<file path="config.mk">
export PLATFORM = sky130hd
export DESIGN_NAME = bp_fe_queue_ckpt
export DESIGN_NICKNAME = d
export VERILOG_FILES = /design/src/rtl/bp_fe_queue_ckpt.sv
export SDC_FILE = /design/constraint.sdc
export NUM_CORES = 1
export LEC_CHECK = 0
export CAP_MARGIN = 20
export CORE_MARGIN = 4
export CORE_UTILIZATION = 55
export DETAILED_ROUTE_END_ITERATION = 16
export GPL_ROUTABILITY_DRIVEN = 0
export PLACE_DENSITY = 0.87
export SYNTH_ARGS = -nofsm -noshare
export SYNTH_HDL_FRONTEND = slang
export SYNTH_SLANG_ARGS = --single-unit
</file>
<file path="constraint.sdc">
create_clock -name clk_i -period 30.7 [get_ports clk_i]
set_input_delay 7.675 -clock clk_i [delete_from_list [all_inputs] [get_ports clk_i]]
set_output_delay 7.675 -clock clk_i [all_outputs]
set_load 0.02 [all_outputs]
</file>
<file path="src/rtl/bp_fe_queue_ckpt.sv">
// Checkpointing FE instruction queue: speculative issue with commit, rollback and flush.
// Three wrap-bit pointers: wptr (write), rptr (speculative read), cptr (commit).
module bp_fe_queue_ckpt #(
  parameter int unsigned els_p   = 8,
  parameter int unsigned width_p = 128,
  localparam int unsigned ptr_width_lp = $clog2(els_p) + 1
) (
  input  logic                    clk_i,
  input  logic                    reset_n_i,
  input  logic [width_p-1:0]      fe_queue_i,
  input  logic                    fe_queue_v_i,
  output logic                    fe_queue_ready_o,
  output logic [width_p-1:0]      fe_queue_o,
  output logic                    fe_queue_v_o,
  input  logic                    fe_queue_yumi_i,
  input  logic                    fe_queue_deq_i,
  input  logic                    fe_queue_roll_i,
  input  logic                    fe_queue_clr_i,
  output logic [ptr_width_lp-1:0] occupancy_o
);

  localparam int unsigned idx_width_lp = ptr_width_lp - 1;
  localparam logic [ptr_width_lp-1:0] full_cnt_lp = ptr_width_lp'(els_p);

  logic [ptr_width_lp-1:0] wptr_q, wptr_d;
  logic [ptr_width_lp-1:0] rptr_q, rptr_d;
  logic [ptr_width_lp-1:0] cptr_q, cptr_d;
  logic [width_p-1:0]      mem_q [els_p];

  logic full;
  logic enq;

  // Status derived purely from pointer state (and clr for ready)
  always_comb begin
    occupancy_o      = wptr_q - cptr_q;
    full             = (occupancy_o == full_cnt_lp);
    fe_queue_ready_o = ~full & ~fe_queue_clr_i;
    fe_queue_v_o     = (rptr_q != wptr_q);
    fe_queue_o       = mem_q[rptr_q[idx_width_lp-1:0]];
    enq              = fe_queue_v_i & fe_queue_ready_o;
  end

  // Pointer next-state: commit first, then clr > roll > normal issue
  always_comb begin
    cptr_d = cptr_q + ptr_width_lp'(fe_queue_deq_i);
    wptr_d = wptr_q;
    rptr_d = rptr_q;
    if (fe_queue_clr_i) begin
      rptr_d = cptr_d;
      wptr_d = cptr_d;
    end else begin
      if (fe_queue_roll_i) begin
        rptr_d = cptr_d;
      end else begin
        rptr_d = rptr_q + ptr_width_lp'(fe_queue_yumi_i);
      end
      wptr_d = wptr_q + ptr_width_lp'(enq);
    end
  end

  // Pointer registers
  always_ff @(posedge clk_i or negedge reset_n_i) begin
    if (!reset_n_i) begin
      wptr_q <= '0;
      rptr_q <= '0;
      cptr_q <= '0;
    end else begin
      wptr_q <= wptr_d;
      rptr_q <= rptr_d;
      cptr_q <= cptr_d;
    end
  end

  // Packet storage, intentionally not reset
  always_ff @(posedge clk_i) begin
    if (enq) begin
      mem_q[wptr_q[idx_width_lp-1:0]] <= fe_queue_i;
    end
  end

  // Protocol checks on the back-end handshakes
  a_yumi_needs_valid: assert property (@(posedge clk_i) disable iff (!reset_n_i)
    fe_queue_yumi_i |-> fe_queue_v_o);
  a_deq_needs_issued: assert property (@(posedge clk_i) disable iff (!reset_n_i)
    fe_queue_deq_i |-> (cptr_q != rptr_q));

endmodule

</file>
==> summary.md, run 1 <==
The logs give 0 for the number of hold violations in the final report and 23.03 ns for the critical path required time. After Yosys synthesis, full adders, half adders and majority gates account for 0.338% of the synthesized area. The first element of the critical path is fe_queue_clr_i. In this run, placement finished with an instance count of 2727. For this run, the number of Yosys warnings is 0. After Yosys synthesis, and, or, nand and nor cells account for 0.449% of the synthesized area. The clock network is responsible for 26.2% of the overall power. After clock tree synthesis, the clock-pin slew on the worst setup and hold paths is 0.06 ns. The proportion of layout cells with a drive suffix above 1 came out at 29.0%. The first detailed-routing pass ran for 5 iterations.

Global routing used 21.4% of the available tracks across all layers. The number of hold buffers added after CTS was 0. The switching share of total power works out to 29.8%. STA classifies the critical path endpoint as a primary output. The post-CTS setup repair buffer count is 0, and the async set-reset flop share out of synthesis is 1.16%. The number of buffers created by CTS was 99; the gate count after technology mapping was 1564. The worst path needs 16.76 ns of the cycle, external delays included.

For this run, the leading register cell type out of synthesis is sky130_fd_sc_hd__edfxtp_1. The worst hold path belongs to the class reg -> reg. The startpoint type of the worst setup path was a primary input. The net count of the mapped netlist came out at 1709. The count of pins on the block boundary came out at 269.

The effective utilization at floorplan is 55.8%, and the average detailed-routed wire length per instance is 27.4 µm. Max-cap violations in this run came to 0. The run gives 124 as the maximum number of pins on one net before global-route repair. The run gives 12 as the number of antenna violations at the first check in global routing. The clock tree synthesis step divided the H-tree into 3 levels.

The total area inside the core boundary comes to 0.0704 mm². The synthesized design contains 1036 register bits. Combinational logic is responsible for 33.8% of the overall power. The tools report the via count of the first global-routing pass as 18838. The sequential-to-total area share from yosys stat was 79.1%; the total of buffers placed on input and output ports was 268.

The run finished with clean final reports. For the final non-filler cell total, the log shows 2923. The clock net in this run drives a total of 1036 sinks.

The area of the die is 0.0757 mm², and the share of cell area taken by muxes after synthesis is 18.5%. Sequential cells burn 40.0% of the power. The maximum root-to-sink buffer count came out at 3.

After detailed routing, the number of vias per cell comes to 6.04. From left edge to right edge, the die measures 275 µm. The first global-routing pass estimated 120 mm of wire. The synthesized design contains 1024 enable-type register cells. The layout has 4266 filler cells.

Clock tree skew after final layout: 0.0302 ns. At the later pin of the worst-skew pair, clock insertion delay measures 0.64 ns. The main combinational cell family by area after synthesis is multiplexers.

The detailed router placed 17661 vias in this run. Cell internal power was estimated by the tool at 3.09 mW. The power per cell area was 95.3 mW/mm². Number of nets with antenna violations after detailed routing: 0.

The logs give 0 for the number of setup violations in the final report and 0 for the total congestion overflow after global routing. The die height was 275 µm; the slew at the pin closest to its max-slew limit was 1.11 ns. The maximum fanout along the worst path is 9, and the leakage power is 14.5 nW. Summing the areas of all compound-gate instances in the mapped netlist gives 0.0765% of the synthesized area. In this run, post-CTS repair resized a total of 0 instances.

The number of pins with negative max-slew slack in the final report was 0; the final worst slack was 13.94 ns. Data on the critical path arrives at its endpoint at 9.08 ns. The area growth from synthesis to final layout came out at 17.5%. In the finished design, the share of the clock period the worst path needs comes to 54.6%.

In this run, distinct cell masters in the synthesized netlist total 27. The worst-case vdd ir drop is 77.7 µV. The post-synthesis area per instance works out to 25.1 µm². The tools report the headroom to the max-slew limit as 25.9%. Type of the worst setup path: in -> out. The switching component of the power was 1.31 mW.

The detailed placement HPWL was 42.5 mm. The number of placement rows is 97, and the post-detailed-routing wire length is 80.2 mm. Setup total negative slack on the finished layout was measured at 0 ns.

The mapped netlist covers 0.0393 mm². Before CTS, the worst setup slack after placement is 13.97 ns. The tree is rooted in a sky130_fd_sc_hd__clkbuf_16.

TritonCTS built the clock tree. The share of the synthesized netlist area taken by xor and xnor gates is 0.268%. The worst register-to-register path begins at wptr_q[0].

The run gives 1907 as the violation count after the first detailed-route iteration. The worst hold path begins at cptr_q[2]. For this run, design rule violations remaining after detail routing come to 0. The tools report the maximum clock rate as 59.7 MHz.

After the last flow step, the layout net total stands at 2037. Setup repair after global routing left no endpoint under its margin.
-- metal layers --
layer | vias up | global-route usage [%] | wire length [µm]
met3 | 145 | 4.39 | 5180
met2 | 692 | 37.2 | 42300
li1 | 7386 | - | -
met4 | 6 | 7.02 | 2220
met5 | - | 0 | 40
met1 | 9432 | 27.5 | 30500
-- area by class of cell --
| cell class | instances | area (µm²) | area share [%] |
|---|---|---|---|
| timing repair buffer | 303 | 3010 | 6.52 |
| clock inverter | 60 | 504 | 1.09 |
| multi-input combinational | 447 | 7760 | 16.8 |
| clock buffer | 124 | 2610 | 5.66 |
| antenna | 8 | 20.0 | 0.0434 |
| tap | 940 | 1180 | 2.55 |
| inverter | 5 | 18.8 | 0.0407 |
| sequential | 1036 | 31100 | 67.3 |
-- power groups by stage --
| stage | clock network (mW) | registers [mW] | logic (mW) |
|---|---|---|---|
| final | 1.15 | 1.76 | 1.49 |
| after global routing | 1.24 | 1.77 | 1.57 |
| after CTS | 1.17 | 1.76 | 1.50 |
| after detailed placement | 0 | 1.79 | 1.48 |
| after global placement | 0 | 1.78 | 1.46 |
| after floorplan | 0 | 1.78 | 0.999 |
-- worst max-delay path: stages --
cell,delay (ns)
sky130_fd_sc_hd__clkdlybuf4s50_1,0.57
sky130_fd_sc_hd__nor2_1,0.20
sky130_fd_sc_hd__clkdlybuf4s50_1,0.63
-- registers in the layout, indices dropped and copies added (netlist names) --
| name | cells |
|---|---|
| mem_q | 1024 |
| cptr_q | 4 |
| rptr_q | 4 |
| wptr_q | 4 |
-- path summary, 6_finish.rpt --
path	end	slack, ns	cells past startpoint
setup reg to reg	mem_q[6][87]	26.57	9
max in group asynchronous	rptr_q[0]	22.89	1
hold reg to reg	cptr_q[2]	0.56	1
min in group asynchronous	rptr_q[3]	7.39	1
setup / recovery	fe_queue_ready_o	13.94	3
hold / removal	cptr_q[2]	0.56	1
-- Yosys cell counts (2+ instances only) --
cell / instances / area share, %
sky130_fd_sc_hd__mux2_2: 132 / 3.8
sky130_fd_sc_hd__nor4_1: 4 / 0.064
sky130_fd_sc_hd__xor2_1: 5 / 0.11
sky130_fd_sc_hd__mux4_2: 256 / 15
sky130_fd_sc_hd__edfxtp_1: 1024 / 78
sky130_fd_sc_hd__nand2_1: 4 / 0.038
sky130_fd_sc_hd__nor2_1: 9 / 0.086
sky130_fd_sc_hd__nand2b_1: 3 / 0.048
sky130_fd_sc_hd__inv_1: 5 / 0.048
sky130_fd_sc_hd__xnor2_1: 7 / 0.16
sky130_fd_sc_hd__a21oi_1: 4 / 0.051
sky130_fd_sc_hd__buf_2: 24 / 0.31
sky130_fd_sc_hd__dfrtp_1: 12 / 0.76
sky130_fd_sc_hd__ha_1: 9 / 0.29
sky130_fd_sc_hd__buf_1: 6 / 0.057
sky130_fd_sc_hd__o21ai_0: 2 / 0.025
sky130_fd_sc_hd__buf_6: 26 / 0.75
sky130_fd_sc_hd__nand3_1: 4 / 0.051
sky130_fd_sc_hd__clkbuf_1: 20 / 0.19
-- metrics by stage --
stage	total power, mW	area [µm²]	utilization, %	hold slack (ns)
after global placement	3.24	43000	61.0	0.526
after detailed placement	3.27	43000	61.0	0.537
after global routing	4.58	46100	65.6	0.574
after CTS	4.44	46100	65.4	0.551
final	4.40	46200	65.6	0.556
after floorplan	2.78	39300	-	0.495
-- cells in the final DEF, fill, tap and decap left out, drive strengths merged --
cell type / n
nor3: 1
xnor2: 7
dfrtp: 12
clkinv: 46
fa: 1
nand4: 1
nand3: 4
inv: 8
nand3b: 1
nand2: 4
nor3b: 1
ha: 9
clkdlybuf4s50: 268
clkbuf: 126
clkinvlp: 6
and3: 1
nor4bb: 1
mux4: 256
nand2b: 3
a21oi: 4
edfxtp: 1024
bufinv: 5
nor2: 9
buf: 33
nor4: 5
xor2: 5
mux2: 132
o21ai: 2
diode: 8
-- logic make-up after synthesis --
kind of cell,after synthesis
mux,388
fa+ha+maj,10
buf+inv,81
xor+xnor,12
simple gates,31
compound gates,6
flops,1036
(Power assumes the default switching activity.)
==> inputs of run 2 (changes only) <==
- clock period: 30.7 -> 17.47 ns (I/O delays scaled with it)
==> summary.md, run 2 (synthesized netlist as in run 1, its figures left out) <==
For this configuration, the core starts out at a cell density of 55.8%. The detailed router finished its first iteration with 1785 violations. The flow ran to the end, and the final reports show no timing, DRC or antenna violations. The number of setup violations in the final report is 0. Setup repair after global routing left no endpoint under its margin. The count of hold buffers inserted by post-cts repair is 0, and the post-cts resize count is 0. The worst pin sits at a relative slew slack of 26.6%.

The first detailed-routing pass took 5 iterations. Total of buffers placed on input and output ports: 268. The number of pins with negative max-slew slack in the final report came out at 0. The die height works out to 275 µm.

In the routed layout, each cell is associated on average with a via count of 6.00. The critical path capture point type is a primary output. For this run, the top clock speed supported by timing is 98.2 MHz. For this run, the post-layout net count is 2031.

TritonCTS created 100 clock buffers. Summing all placed instances gives a cell area of 0.0430 mm². In this run the standard cell core region covers 0.0704 mm².

The tools report the total global-route track usage as 21.1%. Pin placement for this block handled 269 I/O pins. The detail route stage leaves a number of antenna-violating nets equal to 0. Data on the critical path is required at its endpoint by 13.10 ns. The logs give 3 for the maximum root-to-sink buffer count and 7.30 ns for the post-placement setup slack. The top cell types in the final layout, fill and taps aside, are sky130_fd_sc_hd__edfxtp_1 (1024), sky130_fd_sc_hd__clkdlybuf4s50_1 (268), sky130_fd_sc_hd__mux4_2 (256).

STA classifies the critical path startpoint as a primary input. The DRC violations left is 0. After detailed routing, the average wire length per cell comes to 27.1 µm. The ratio of final minimum period to clock period is 58.3%, and the first-pass GRT wire length is 119 mm. The total power of the final layout was 7.80 mW.

The library cell used most frequently in the layout, excluding fill and tap cells, is sky130_fd_sc_hd__edfxtp_1. The worst path needs 10.19 ns of the cycle, external delays included. The clock input transition at the sequential cells of the worst setup and hold paths is 0.06 ns. Dividing total power by cell area gives a power density of 169 mW/mm². The register with the most flip-flops in the layout has 1024 of them. After layout, the worst setup slack is 7.28 ns. The horizontal die dimension came out at 275 µm.

The tools report the cell at the root of the clock tree as sky130_fd_sc_hd__clkbuf_16. For this block, the via count after detailed routing is 17488. For the total congestion overflow after global routing, the log shows 0.

The finished cells cover 0.0462 mm². The area growth from synthesis to final layout is 17.7%. Max-cap violations in this run came to 0. The critical path arrival is 5.82 ns.

The clock tree synthesis step divided the H-tree into 3 levels. The die covers 0.0757 mm². For the final database, setup skew stands at 0.0174 ns. The run gives 0.63 ns as the source-to-sink clock delay at the later pin of the worst-skew pair. TritonCTS built the clock tree.

Worst hold path class: reg -> reg. The leakage power was 14.5 nW. Summed over all nets, the half-perimeter wirelength after detailed placement is 41.2 mm.

The type of the worst setup path was in -> out. Entering global routing, the biggest net connects 152 pins. In this run the core area contains 97 standard-cell rows. The slew at the pin closest to its max-slew limit came out at 1.10 ns. The logs give 18791 for the via count of the first global-routing pass and 9 for the number of antenna violations at the first check in global routing.

Along the worst path, the maximum fanout reaches 9. For the CTS sink count, the log shows 1036. The run gives 160 µV as the worst-case vdd ir drop. The proportion of layout cells with a drive suffix above 1 was 28.6%; the final setup TNS was 0 ns. For the post-detailed-routing wire length, the log shows 78.8 mm. The logs give 0 for the number of hold violations in the final report and 0 for the post-CTS setup repair buffer count.
==> run 2: layout make-up <==
cell class	count	area [µm²]
sequential	1036	31100
fill	4230	24200
multi-input combinational	447	7760
timing repair buffer	296	2940
clock buffer	129	2630
tap	940	1180
clock inverter	53	612
antenna	8	20.0
inverter	5	18.8
==> run 2: worst max-delay path, stage by stage <==
cell                              delay, ns
sky130_fd_sc_hd__clkdlybuf4s50_1       0.56
sky130_fd_sc_hd__nor2_1                0.23
sky130_fd_sc_hd__clkdlybuf4s50_1       0.66
==> run 2: through the flow <==
stage	hold WS (ns)	std cells	utilization, %
global placement	0.539	2724	61.0
detailed placement	0.544	2724	61.0
CTS	0.562	2906	65.6
floorplan	0.495	1564	-
global route	0.580	2908	65.6
finish	0.566	2914	65.7
==> run 2: report_power, final <==
part	internal [mW]	leakage [nW]	switching (mW)	total, mW
Sequential	2.97	9.39	0.120	3.09
Combinational	1.30	3.57	1.29	2.59
Clock	1.23	1.57	0.887	2.12
Total	5.51	14.5	2.30	7.80
==> run 2: routing by layer <==
| layer | GRT usage (%) | part of all wire, % | routed length (µm) |
|---|---|---|---|
| met3 | 5.06 | 7.4 | 5840 |
| met4 | 6.31 | 2.3 | 1800 |
| met5 | 0 | 0.058 | 46 |
| met2 | 35.8 | 52 | 41100 |
| met1 | 27.9 | 38 | 30100 |
==> run 2: final timing paths <==
| kind | start | slack (ns) | cells after the start | endpoint |
|---|---|---|---|---|
| max | fe_queue_clr_i | 7.28 | 3 | fe_queue_ready_o |
| min reg2reg | cptr_q[2] | 0.57 | 1 | cptr_q[2] |
| min | cptr_q[2] | 0.57 | 1 | cptr_q[2] |
| max in group asynchronous | reset_n_i | 12.93 | 1 | rptr_q[0] |
| min in group asynchronous | reset_n_i | 4.11 | 1 | cptr_q[0] |
| max reg2reg | wptr_q[0] | 13.09 | 9 | mem_q[2][76] |
